**src/rtl/ddr4_pkg.sv**
```systemverilog
// Shared DDR4 command decoder types: command codes, bank states and the
// A-bus bit positions that carry RAS_n/CAS_n/WE_n and auto-precharge.
package ddr4_pkg;

  typedef enum logic [2:0] {
    NOP  = 3'd0,
    ACT  = 3'd1,
    RD   = 3'd2,
    WR   = 3'd3,
    PRE  = 3'd4,
    PREA = 3'd5,
    REF  = 3'd6,
    MRS  = 3'd7
  } cmd_t;

  typedef enum logic [1:0] {
    IDLE        = 2'd0,
    ACTIVATING  = 2'd1,
    ACTIVE      = 2'd2,
    PRECHARGING = 2'd3
  } bank_state_t;

  localparam int RAS_BIT = 16;
  localparam int CAS_BIT = 15;
  localparam int WE_BIT  = 14;
  localparam int AP_BIT  = 10;

endpackage

```
**src/rtl/ddr4_cmd_decoder_if.sv**
```systemverilog
// Controller-side CA bus of one DDR4 rank. The controller (or bench) drives
// the master modport; the decoder samples through the slave modport.
interface ddr4_cmd_decoder_if #(
  parameter int BGWIDTH   = 2,
  parameter int BAWIDTH   = 2,
  parameter int ADDRWIDTH = 17
);
  logic                 cke;
  logic                 cs_n;
  logic                 act_n;
  logic [ADDRWIDTH-1:0] A;
  logic [BGWIDTH-1:0]   bg;
  logic [BAWIDTH-1:0]   ba;
  logic                 parity;

  modport master (output cke, cs_n, act_n, A, bg, ba, parity);
  modport slave  (input  cke, cs_n, act_n, A, bg, ba, parity);
endinterface

```
**src/rtl/ddr4_bank_fsm.sv**
```systemverilog
// Per-bank row state with a single down-counter shared by tRCD and tRP.
// The state output is the post-expiry view so same-edge commands see it.
//
// state       | meaning
// IDLE        | row closed, ACT legal
// ACTIVATING  | ACT accepted, counting tRCD
// ACTIVE      | row open, RD/WR/PRE legal
// PRECHARGING | PRE or auto-precharge accepted, counting tRP
module ddr4_bank_fsm
  import ddr4_pkg::*;
#(
  parameter int TRCD = 15,
  parameter int TRP  = 15
) (
  input  logic        clk,
  input  logic        reset,
  input  logic        en,
  input  logic        act,
  input  logic        pre,
  output bank_state_t state
);

  localparam int TMAX = (TRCD > TRP) ? TRCD : TRP;
  localparam int CW   = $clog2(TMAX + 1);

  bank_state_t     st_q, st_d, st_eff;
  logic [CW-1:0]   cnt_q, cnt_d;

  always_ff @(posedge clk) begin
    if (reset) begin
      st_q  <= IDLE;
      cnt_q <= '0;
    end else begin
      st_q  <= st_d;
      cnt_q <= cnt_d;
    end
  end

  always_comb begin
    st_eff = st_q;
    if (cnt_q == '0) begin
      if (st_q == ACTIVATING)  st_eff = ACTIVE;
      if (st_q == PRECHARGING) st_eff = IDLE;
    end

    st_d  = st_q;
    cnt_d = cnt_q;
    if (en) begin
      st_d = st_eff;
      if (cnt_q != '0) cnt_d = cnt_q - 1'b1;
      case (st_eff)
        IDLE: begin
          if (act) begin
            st_d  = ACTIVATING;
            cnt_d = CW'(TRCD - 1);
          end
        end
        ACTIVE: begin
          if (pre) begin
            st_d  = PRECHARGING;
            cnt_d = CW'(TRP - 1);
          end
        end
        default: ;
      endcase
    end
  end

  assign state = st_eff;

endmodule

```
**src/rtl/ddr4_cmd_decoder.sv**
```systemverilog
// DDR4 CA-bus responder for one rank: decode, legality checks, refresh timer
// and the single-outstanding column burst scheduler.
// Optional macro DDR4_CA_PARITY_EN adds CA parity checking and parity_err.
module ddr4_cmd_decoder
  import ddr4_pkg::*;
#(
  parameter int BGWIDTH   = 2,
  parameter int BAWIDTH   = 2,
  parameter int ADDRWIDTH = 17,
  parameter int COLWIDTH  = 10,
  parameter int BL        = 8,
  parameter int TRCD      = 15,
  parameter int TCL       = 15,
  parameter int TCWL      = 11,
  parameter int TRP       = 15,
  parameter int TRFC      = 64
) (
  input  logic                                 ck_t,
  input  logic                                 reset,
  ddr4_cmd_decoder_if.slave                    ca,
  output logic                                 cmd_valid,
  output cmd_t                                 cmd,
  output logic [BGWIDTH+BAWIDTH-1:0]           cmd_bank,
  output logic [ADDRWIDTH-1:0]                 cmd_row,
  output logic [COLWIDTH-1:0]                  cmd_col,
  output logic                                 err,
`ifdef DDR4_CA_PARITY_EN
  output logic                                 parity_err,
`endif
  output logic [(1<<(BGWIDTH+BAWIDTH))-1:0]    bank_open,
  output logic                                 rd_burst,
  output logic                                 wr_burst,
  output logic [$clog2(BL)-1:0]                burst_beat,
  output logic [BGWIDTH+BAWIDTH-1:0]           burst_bank,
  output logic [COLWIDTH-1:0]                  burst_col
);

  localparam int NB    = BGWIDTH + BAWIDTH;
  localparam int NBANK = 1 << NB;
  localparam int BW    = $clog2(BL);
  localparam int DW    = $clog2((TCL > TCWL) ? TCL : TCWL);
  localparam int RW    = $clog2(TRFC + 1);
  localparam logic [BW-1:0] LAST_BEAT = BW'(BL - 1);

  bank_state_t       st [NBANK];
  logic [NBANK-1:0]  act_vec, pre_vec, ap_vec;
  logic [NB-1:0]     bank_idx;
  bank_state_t       sel_st;
  logic              sel, all_idle, any_actv, ref_busy, ok, par_bad;
  logic              accept, reject, col_busy, burst_end;
  cmd_t              dec;

  logic [RW-1:0]       ref_cnt;
  logic                pend, burst_on, op_rd, op_ap;
  logic [NB-1:0]       op_bank;
  logic [COLWIDTH-1:0] op_col;
  logic [DW-1:0]       dly;
  logic [BW-1:0]       beat;

  assign sel      = ca.cke && !ca.cs_n;
  assign bank_idx = {ca.bg, ca.ba};
  assign sel_st   = st[bank_idx];
  assign ref_busy = (ref_cnt != '0);
  assign col_busy = pend || burst_on;

  always_comb begin
    dec = NOP;
    if (sel) begin
      if (!ca.act_n) begin
        dec = ACT;
      end else begin
        case ({ca.A[RAS_BIT], ca.A[CAS_BIT], ca.A[WE_BIT]})
          3'b000:  dec = MRS;
          3'b001:  dec = REF;
          3'b010:  dec = ca.A[AP_BIT] ? PREA : PRE;
          3'b100:  dec = WR;
          3'b101:  dec = RD;
          default: dec = NOP;
        endcase
      end
    end
  end

  always_comb begin
    all_idle = 1'b1;
    any_actv = 1'b0;
    for (int i = 0; i < NBANK; i++) begin
      if (st[i] != IDLE)       all_idle = 1'b0;
      if (st[i] == ACTIVATING) any_actv = 1'b1;
    end
  end

  // Refresh blocks every non-NOP command, so it is folded into each rule.
  always_comb begin
    ok = 1'b1;
    case (dec)
      ACT:     ok = !ref_busy && (sel_st == IDLE);
      RD, WR:  ok = !ref_busy && (sel_st == ACTIVE) && !col_busy;
      PRE:     ok = !ref_busy && (sel_st != ACTIVATING);
      PREA:    ok = !ref_busy && !any_actv;
      REF:     ok = !ref_busy && all_idle;
      MRS:     ok = !ref_busy && all_idle;
      default: ok = 1'b1;
    endcase
  end

`ifdef DDR4_CA_PARITY_EN
  assign par_bad = sel && ((^{ca.act_n, ca.A, ca.bg, ca.ba}) != ca.parity);
`else
  assign par_bad = 1'b0;
`endif

  assign accept    = (dec != NOP) && ok  && !par_bad;
  assign reject    = (dec != NOP) && !ok && !par_bad;
  assign burst_end = burst_on && (beat == LAST_BEAT);

  for (genvar g = 0; g < NBANK; g++) begin : g_bank
    assign act_vec[g] = accept && (dec == ACT) && (bank_idx == NB'(g));
    assign pre_vec[g] = accept && ((dec == PREA) || ((dec == PRE) && (bank_idx == NB'(g))));
    assign ap_vec[g]  = ca.cke && burst_end && op_ap && (op_bank == NB'(g));

    ddr4_bank_fsm #(
      .TRCD (TRCD),
      .TRP  (TRP)
    ) u_bank (
      .clk   (ck_t),
      .reset (reset),
      .en    (ca.cke),
      .act   (act_vec[g]),
      .pre   (pre_vec[g] || ap_vec[g]),
      .state (st[g])
    );

    assign bank_open[g] = (st[g] == ACTIVE);
  end

  always_ff @(posedge ck_t) begin
    if (reset) begin
      cmd_valid  <= 1'b0;
      err        <= 1'b0;
`ifdef DDR4_CA_PARITY_EN
      parity_err <= 1'b0;
`endif
      cmd        <= NOP;
      cmd_bank   <= '0;
      cmd_row    <= '0;
      cmd_col    <= '0;
      ref_cnt    <= '0;
      pend       <= 1'b0;
      burst_on   <= 1'b0;
      op_rd      <= 1'b0;
      op_ap      <= 1'b0;
      op_bank    <= '0;
      op_col     <= '0;
      dly        <= '0;
      beat       <= '0;
    end else begin
      cmd_valid  <= 1'b0;
      err        <= 1'b0;
`ifdef DDR4_CA_PARITY_EN
      parity_err <= 1'b0;
`endif
      if (ca.cke) begin
        cmd_valid  <= accept;
        err        <= reject;
`ifdef DDR4_CA_PARITY_EN
        parity_err <= par_bad;
`endif
        if (accept) begin
          cmd      <= dec;
          cmd_bank <= bank_idx;
          cmd_row  <= ca.A;
          cmd_col  <= ca.A[COLWIDTH-1:0];
        end

        if (accept && (dec == REF)) ref_cnt <= RW'(TRFC - 1);
        else if (ref_busy)          ref_cnt <= ref_cnt - 1'b1;

        if (burst_on) begin
          if (burst_end) begin
            burst_on <= 1'b0;
            beat     <= '0;
          end else begin
            beat <= beat + 1'b1;
          end
        end

        // Latency counter loads two short: one edge for acceptance, one for
        // the registered burst flag, so the first beat lands on T+TCL/TCWL.
        if (pend) begin
          if (dly == '0) begin
            pend     <= 1'b0;
            burst_on <= 1'b1;
            beat     <= '0;
          end else begin
            dly <= dly - 1'b1;
          end
        end

        if (accept && ((dec == RD) || (dec == WR))) begin
          pend    <= 1'b1;
          op_rd   <= (dec == RD);
          op_ap   <= ca.A[AP_BIT];
          op_bank <= bank_idx;
          op_col  <= ca.A[COLWIDTH-1:0];
          dly     <= (dec == RD) ? DW'(TCL - 2) : DW'(TCWL - 2);
        end
      end
    end
  end

  assign rd_burst   = burst_on && op_rd;
  assign wr_burst   = burst_on && !op_rd;
  assign burst_beat = beat;
  assign burst_bank = burst_on ? op_bank : '0;
  assign burst_col  = burst_on ? (op_col + COLWIDTH'(beat)) : '0;

endmodule

```
**src/flat_wrapper.sv**
```systemverilog
// flat-port wrapper written by rule: the top's interface ports become plain ports
module ddr4_cmd_decoder_flat import ddr4_pkg::*;
#(
  parameter int BGWIDTH   = 2,
  parameter int BAWIDTH   = 2,
  parameter int ADDRWIDTH = 17,
  parameter int COLWIDTH  = 10,
  parameter int BL        = 8,
  parameter int TRCD      = 15,
  parameter int TCL       = 15,
  parameter int TCWL      = 11,
  parameter int TRP       = 15,
  parameter int TRFC      = 64
)
  (ck_t, reset, cmd_valid, cmd, cmd_bank, cmd_row, cmd_col, err, bank_open, rd_burst, wr_burst, burst_beat, burst_bank, burst_col, ca_cke, ca_cs_n, ca_act_n, ca_A, ca_bg, ca_ba, ca_parity);
  ddr4_cmd_decoder_if #(.BGWIDTH(BGWIDTH), .BAWIDTH(BAWIDTH), .ADDRWIDTH(ADDRWIDTH)) ca_i ();
  input  logic ck_t;
  input  logic reset;
  output logic cmd_valid;
  output cmd_t cmd;
  output logic [BGWIDTH+BAWIDTH-1:0] cmd_bank;
  output logic [ADDRWIDTH-1:0] cmd_row;
  output logic [COLWIDTH-1:0] cmd_col;
  output logic err;
  output logic [(1<<(BGWIDTH+BAWIDTH))-1:0] bank_open;
  output logic rd_burst;
  output logic wr_burst;
  output logic [$clog2(BL)-1:0] burst_beat;
  output logic [BGWIDTH+BAWIDTH-1:0] burst_bank;
  output logic [COLWIDTH-1:0] burst_col;
  input wire logic [$bits(ca_i.cke)-1:0] ca_cke;
  input wire logic [$bits(ca_i.cs_n)-1:0] ca_cs_n;
  input wire logic [$bits(ca_i.act_n)-1:0] ca_act_n;
  input wire logic [$bits(ca_i.A)-1:0] ca_A;
  input wire logic [$bits(ca_i.bg)-1:0] ca_bg;
  input wire logic [$bits(ca_i.ba)-1:0] ca_ba;
  input wire logic [$bits(ca_i.parity)-1:0] ca_parity;
  assign ca_i.cke = ca_cke;
  assign ca_i.cs_n = ca_cs_n;
  assign ca_i.act_n = ca_act_n;
  assign ca_i.A = ca_A;
  assign ca_i.bg = ca_bg;
  assign ca_i.ba = ca_ba;
  assign ca_i.parity = ca_parity;
  ddr4_cmd_decoder #(.BGWIDTH(BGWIDTH), .BAWIDTH(BAWIDTH), .ADDRWIDTH(ADDRWIDTH), .COLWIDTH(COLWIDTH), .BL(BL), .TRCD(TRCD), .TCL(TCL), .TCWL(TCWL), .TRP(TRP), .TRFC(TRFC)) u_core (.ck_t(ck_t), .reset(reset), .ca(ca_i), .cmd_valid(cmd_valid), .cmd(cmd), .cmd_bank(cmd_bank), .cmd_row(cmd_row), .cmd_col(cmd_col), .err(err), .bank_open(bank_open), .rd_burst(rd_burst), .wr_burst(wr_burst), .burst_beat(burst_beat), .burst_bank(burst_bank), .burst_col(burst_col));
endmodule
```
**config.mk**
```make
export PLATFORM = sky130hd
export DESIGN_NAME = ddr4_cmd_decoder_flat
export DESIGN_NICKNAME = d
export VERILOG_FILES = /design/src/rtl/ddr4_pkg.sv /design/src/rtl/ddr4_cmd_decoder_if.sv /design/src/rtl/ddr4_bank_fsm.sv /design/src/rtl/ddr4_cmd_decoder.sv /design/src/flat_wrapper.sv
export SDC_FILE = /design/constraint.sdc
export NUM_CORES = 1
export LEC_CHECK = 0
export CORE_ASPECT_RATIO = 0.75
export CORE_UTILIZATION = 30
export CTS_CLUSTER_DIAMETER = 200
export DETAILED_ROUTE_END_ITERATION = 16
export PLACE_DENSITY = 0.44
export REMOVE_ABC_BUFFERS = 1
export SLEW_MARGIN = 10
export SYNTH_ARGS = -nofsm -noshare
export SYNTH_HDL_FRONTEND = slang
export SYNTH_HIERARCHICAL = 1
export SYNTH_SLANG_ARGS = --single-unit
```
**constraint.sdc**
```tcl
create_clock -name ck_t -period 5.35 [get_ports ck_t]
set_input_delay 1.07 -clock ck_t [delete_from_list [all_inputs] [get_ports ck_t]]
set_output_delay 1.07 -clock ck_t [all_outputs]
set_load 0.01 [all_outputs]
```
==> results.yml, run 1 <==
global_route:
  grt_pass1_wl_mm: 57.5
  grt_pass1_vias: 9933
  antenna_found_initial: 1
  grt_max_degree: 114
  grtUsageTotal_pct: 17.9
  grt-ovfl-total: 0
logic_synthesis:
  synth_area_leaders: "dfxtp_1 26%, nand2b_1 5.4%, o21ai_0 4.9%"
  syn_avg_cell_area_um2: 8.27
  synthTopCellsByCount: "154 x dfxtp_1, 117 x o21ai_0, 103 x nand2b_1, 93 x inv_1, 81 x nor2_1"
  yosysTopAreaCellShare_pct: 25.9
  synth.most_common_cell: "dfxtp_1"
  synth_seq_area_share_pct: 25.9
  yosysWarningCount: 6
  ys_types: 64
  synth_edf_count: 0
  synth_cells: 1441
  ys.flop_type: "dfxtp_1"
  netlist_area_mm2: 0.0119
  synth_top_area_cell: "dfxtp_1"
  async_reset_ff_share_pct: 0
  synth-seq-cells: 154
layout:
  stdcell_count: 2036
  nets: 1577
  syn_to_final_growth_pct: 16.4
  drive_gt1_share_pct: 10.8
  fill_cells: 3930
sta:
  worst_slew_pin_slew_ns: 0.775
  grt_setup_unrepaired: "false"
  fmaxAchievable_mhz: 212
  slew_headroom_pct: 48.3
  finalSetupViolations: 0
  setup_tns_ns: 0
  fin_worst_skew_ns: 0.0171
  slew_viol_final: 0
  period_share_pct: 88.2
  fin_crit_ns: 4.72
  hold_viol: 0
power:
  ir_worst_vdd_mv: 0.222
  p_leak_nw: 5.13
  power_density_mw_per_mm2: 279
setup_path:
  worst_path_max_delay_cell: "or3b_1"
  max_stage_delay_ns: 0.52
  critPathRequiredTime_ns: 5.72
  cp-end-kind: "register"
  path_cells: "inv_1 -> ha_1 -> or3b_1 -> a21boi_4 -> inv_1 -> mux4_2 -> mux2i_1 -> nand2_1 -> a22oi_1 -> a31o_2 -> and2_4 -> o21ai_0 -> mux2i_1 -> nor2_1 -> or4_1 -> a21oi_1"
  path_max_fanout: 34
  crit_arrival_ns: 5.09
  start_kind: "register"
  critPathKind: "register to register"
routing:
  wirelength_mm: 35.9
  ant_nets: 0
  dr.pass1.iters: 5
  drc: 0
  vias: 10900
  first_iter_violations: 764
  viasPerCell: 5.34
  wl_per_cell_um: 17.6
place:
  dp_cells: 2003
  port_buffers: 96
  dp_hpwl_mm: 26.0
  gp_congestion: 0.845
clock_tree:
  insertion_delay_ns: 0.45
  cts.sinks: 154
  cts_setup_buffers: 0
  clk_pin_slew_ns: 0.08
  clock_path_buffers: 2
  cts.htree.levels: 4
  numCtsBuffers: 17
  cts_tree: "done"
  root_buffer: "clkbuf_16"
  cts_hold_buffers: 0
  ctsResizeCount: 0
die:
  die_h_um: 175
  io_pins: 98
  start_util_pct: 30.8
  die_area_mm2: 0.0405
  chipWidth_um: 232
  core_mm2: 0.0387
  row_count: 62
min_path:
  holdCritPathClass: "register to register"
run:
  drv_cap: 0
status:
  run_status: "complete, no violations"
==> path summary, 6_finish.rpt <==
check / from / end / slack (ns) / depth (start not counted)
worst min-delay path: u_core/ref_cnt[6] / u_core/ref_cnt[6] / 0.45 / 1
worst max-delay path: u_core/g_bank[15].u_bank/cnt_q[1] / u_core/g_bank[3].u_bank/cnt_q[0] / 0.63 / 16
worst max register to register: u_core/g_bank[15].u_bank/cnt_q[1] / u_core/g_bank[3].u_bank/cnt_q[0] / 0.63 / 16
worst min register to register: u_core/ref_cnt[6] / u_core/ref_cnt[6] / 0.45 / 1
==> layout by cell type, fill, tap and decap left out, types with 29 or more instances in the layout <==
cell type	Yosys	layout
nand2b_1	103	103
dfxtp_1	154	154
o21ai_0	117	117
nor2_1	81	81
clkdlybuf4s50_1	0	94
ha_1	39	39
mux2i_1	34	34
buf_4	10	33
o22ai_1	29	29
inv_1	93	93
nor4_1	30	29
and2_1	32	32
a21oi_1	80	80
nand2_1	73	73
==> worst max-delay path: cells and delay by family, from the launching register on <==
kind / cells / cell delay (ns)
simple gates: 5 / 1.47
compound gates: 5 / 1.19
mux: 3 / 1.07
flops: 1 / 0.35
buf+inv: 2 / 0.27
fa+ha+maj: 1 / 0.26
==> metal layers <==
layer  share of wire (%)  track usage (%)  up-vias
met4                0.95             3.54        0
met3                 3.2             2.74       17
met2                  41             24.8      171
met1                  55             28.4     5195
li1                    -                -     5487
met5                   0                0        -
==> sequential cells by signal, indices dropped and copies added, names as in the netlist <==
register / count
u_core/op_bank: 4
u_core/g_bank.u_bank/st_q: 32
u_core/cmd_valid: 1
u_core/op_ap: 1
u_core/cmd: 3
u_core/op_rd: 1
u_core/ref_cnt: 7
u_core/pend: 1
u_core/dly: 4
u_core/cmd_bank: 4
u_core/burst_beat: 3
u_core/op_col: 10
u_core/burst_on: 1
u_core/g_bank.u_bank/cnt_q: 64
u_core/err: 1
u_core/cmd_row: 17
==> stage by stage <==
stage / hold WS (ns) / power [mW] / instance area (um^2) / worst slack, ns / util (%)
floorplan: 0.426 / 2.21 / 11400 / 0.510 / -
global placement: 0.435 / 2.60 / 13300 / 0.488 / 34.3
detailed placement: 0.444 / 2.60 / 13300 / 0.469 / 34.3
CTS: 0.454 / 3.91 / 13900 / 0.667 / 35.8
global route: 0.470 / 4.11 / 13900 / 0.239 / 35.8
finish: 0.452 / 3.87 / 13900 / 0.630 / 35.8
==> report_power, final <==
group | switching, mW | internal (mW)
Clock | 0.569 | 0.712
Sequential | 0.131 | 1.25
Combinational | 0.678 | 0.531
Total | 1.38 | 2.49
==> cells by family (layout without fill, tap and decap cells) <==
family | Yosys count | after routing | share of synthesized area (%)
adder cells (fa/ha/maj) | 40 | 40 | 4.26
AO/OA/AOI/OAI | 474 | 474 | 29.2
flip-flops | 154 | 154 | 25.9
multiplexers | 60 | 60 | 6.10
AND/OR/NAND/NOR | 531 | 531 | 26.6
other | 0 | 1 | 0
buffers and inverters | 172 | 254 | 7.25
XOR/XNOR | 10 | 10 | 0.735
==> final cells by class <==
cell class / instances / area, um^2 / share of cell area, %
Inverter: 93 / 349 / 2.52
Clock inverter: 14 / 160 / 1.15
Timing Repair Buffer: 129 / 1220 / 8.80
Clock buffer: 18 / 439 / 3.17
Tap cell: 512 / 641 / 4.62
Sequential cell: 154 / 3080 / 22.2
Antenna cell: 1 / 2.50 / 0.0180
Multi-Input combinational cell: 1115 / 7980 / 57.5
Note: power is estimated with default switching activity, not from simulation.
==> run 2: changes to the inputs <==
--- a/constraint.sdc
+++ b/constraint.sdc
@@ -3,2 +3,2 @@
 set_output_delay 1.07 -clock ck_t [all_outputs]
-set_load 0.01 [all_outputs]
+set_load 0.005 [all_outputs]
==> results of run 2 <==
The final DEF is identical to that of run 1. Status: complete, no violations.
Among the figures that moved: total power 3.87 mW -> 3.85 mW
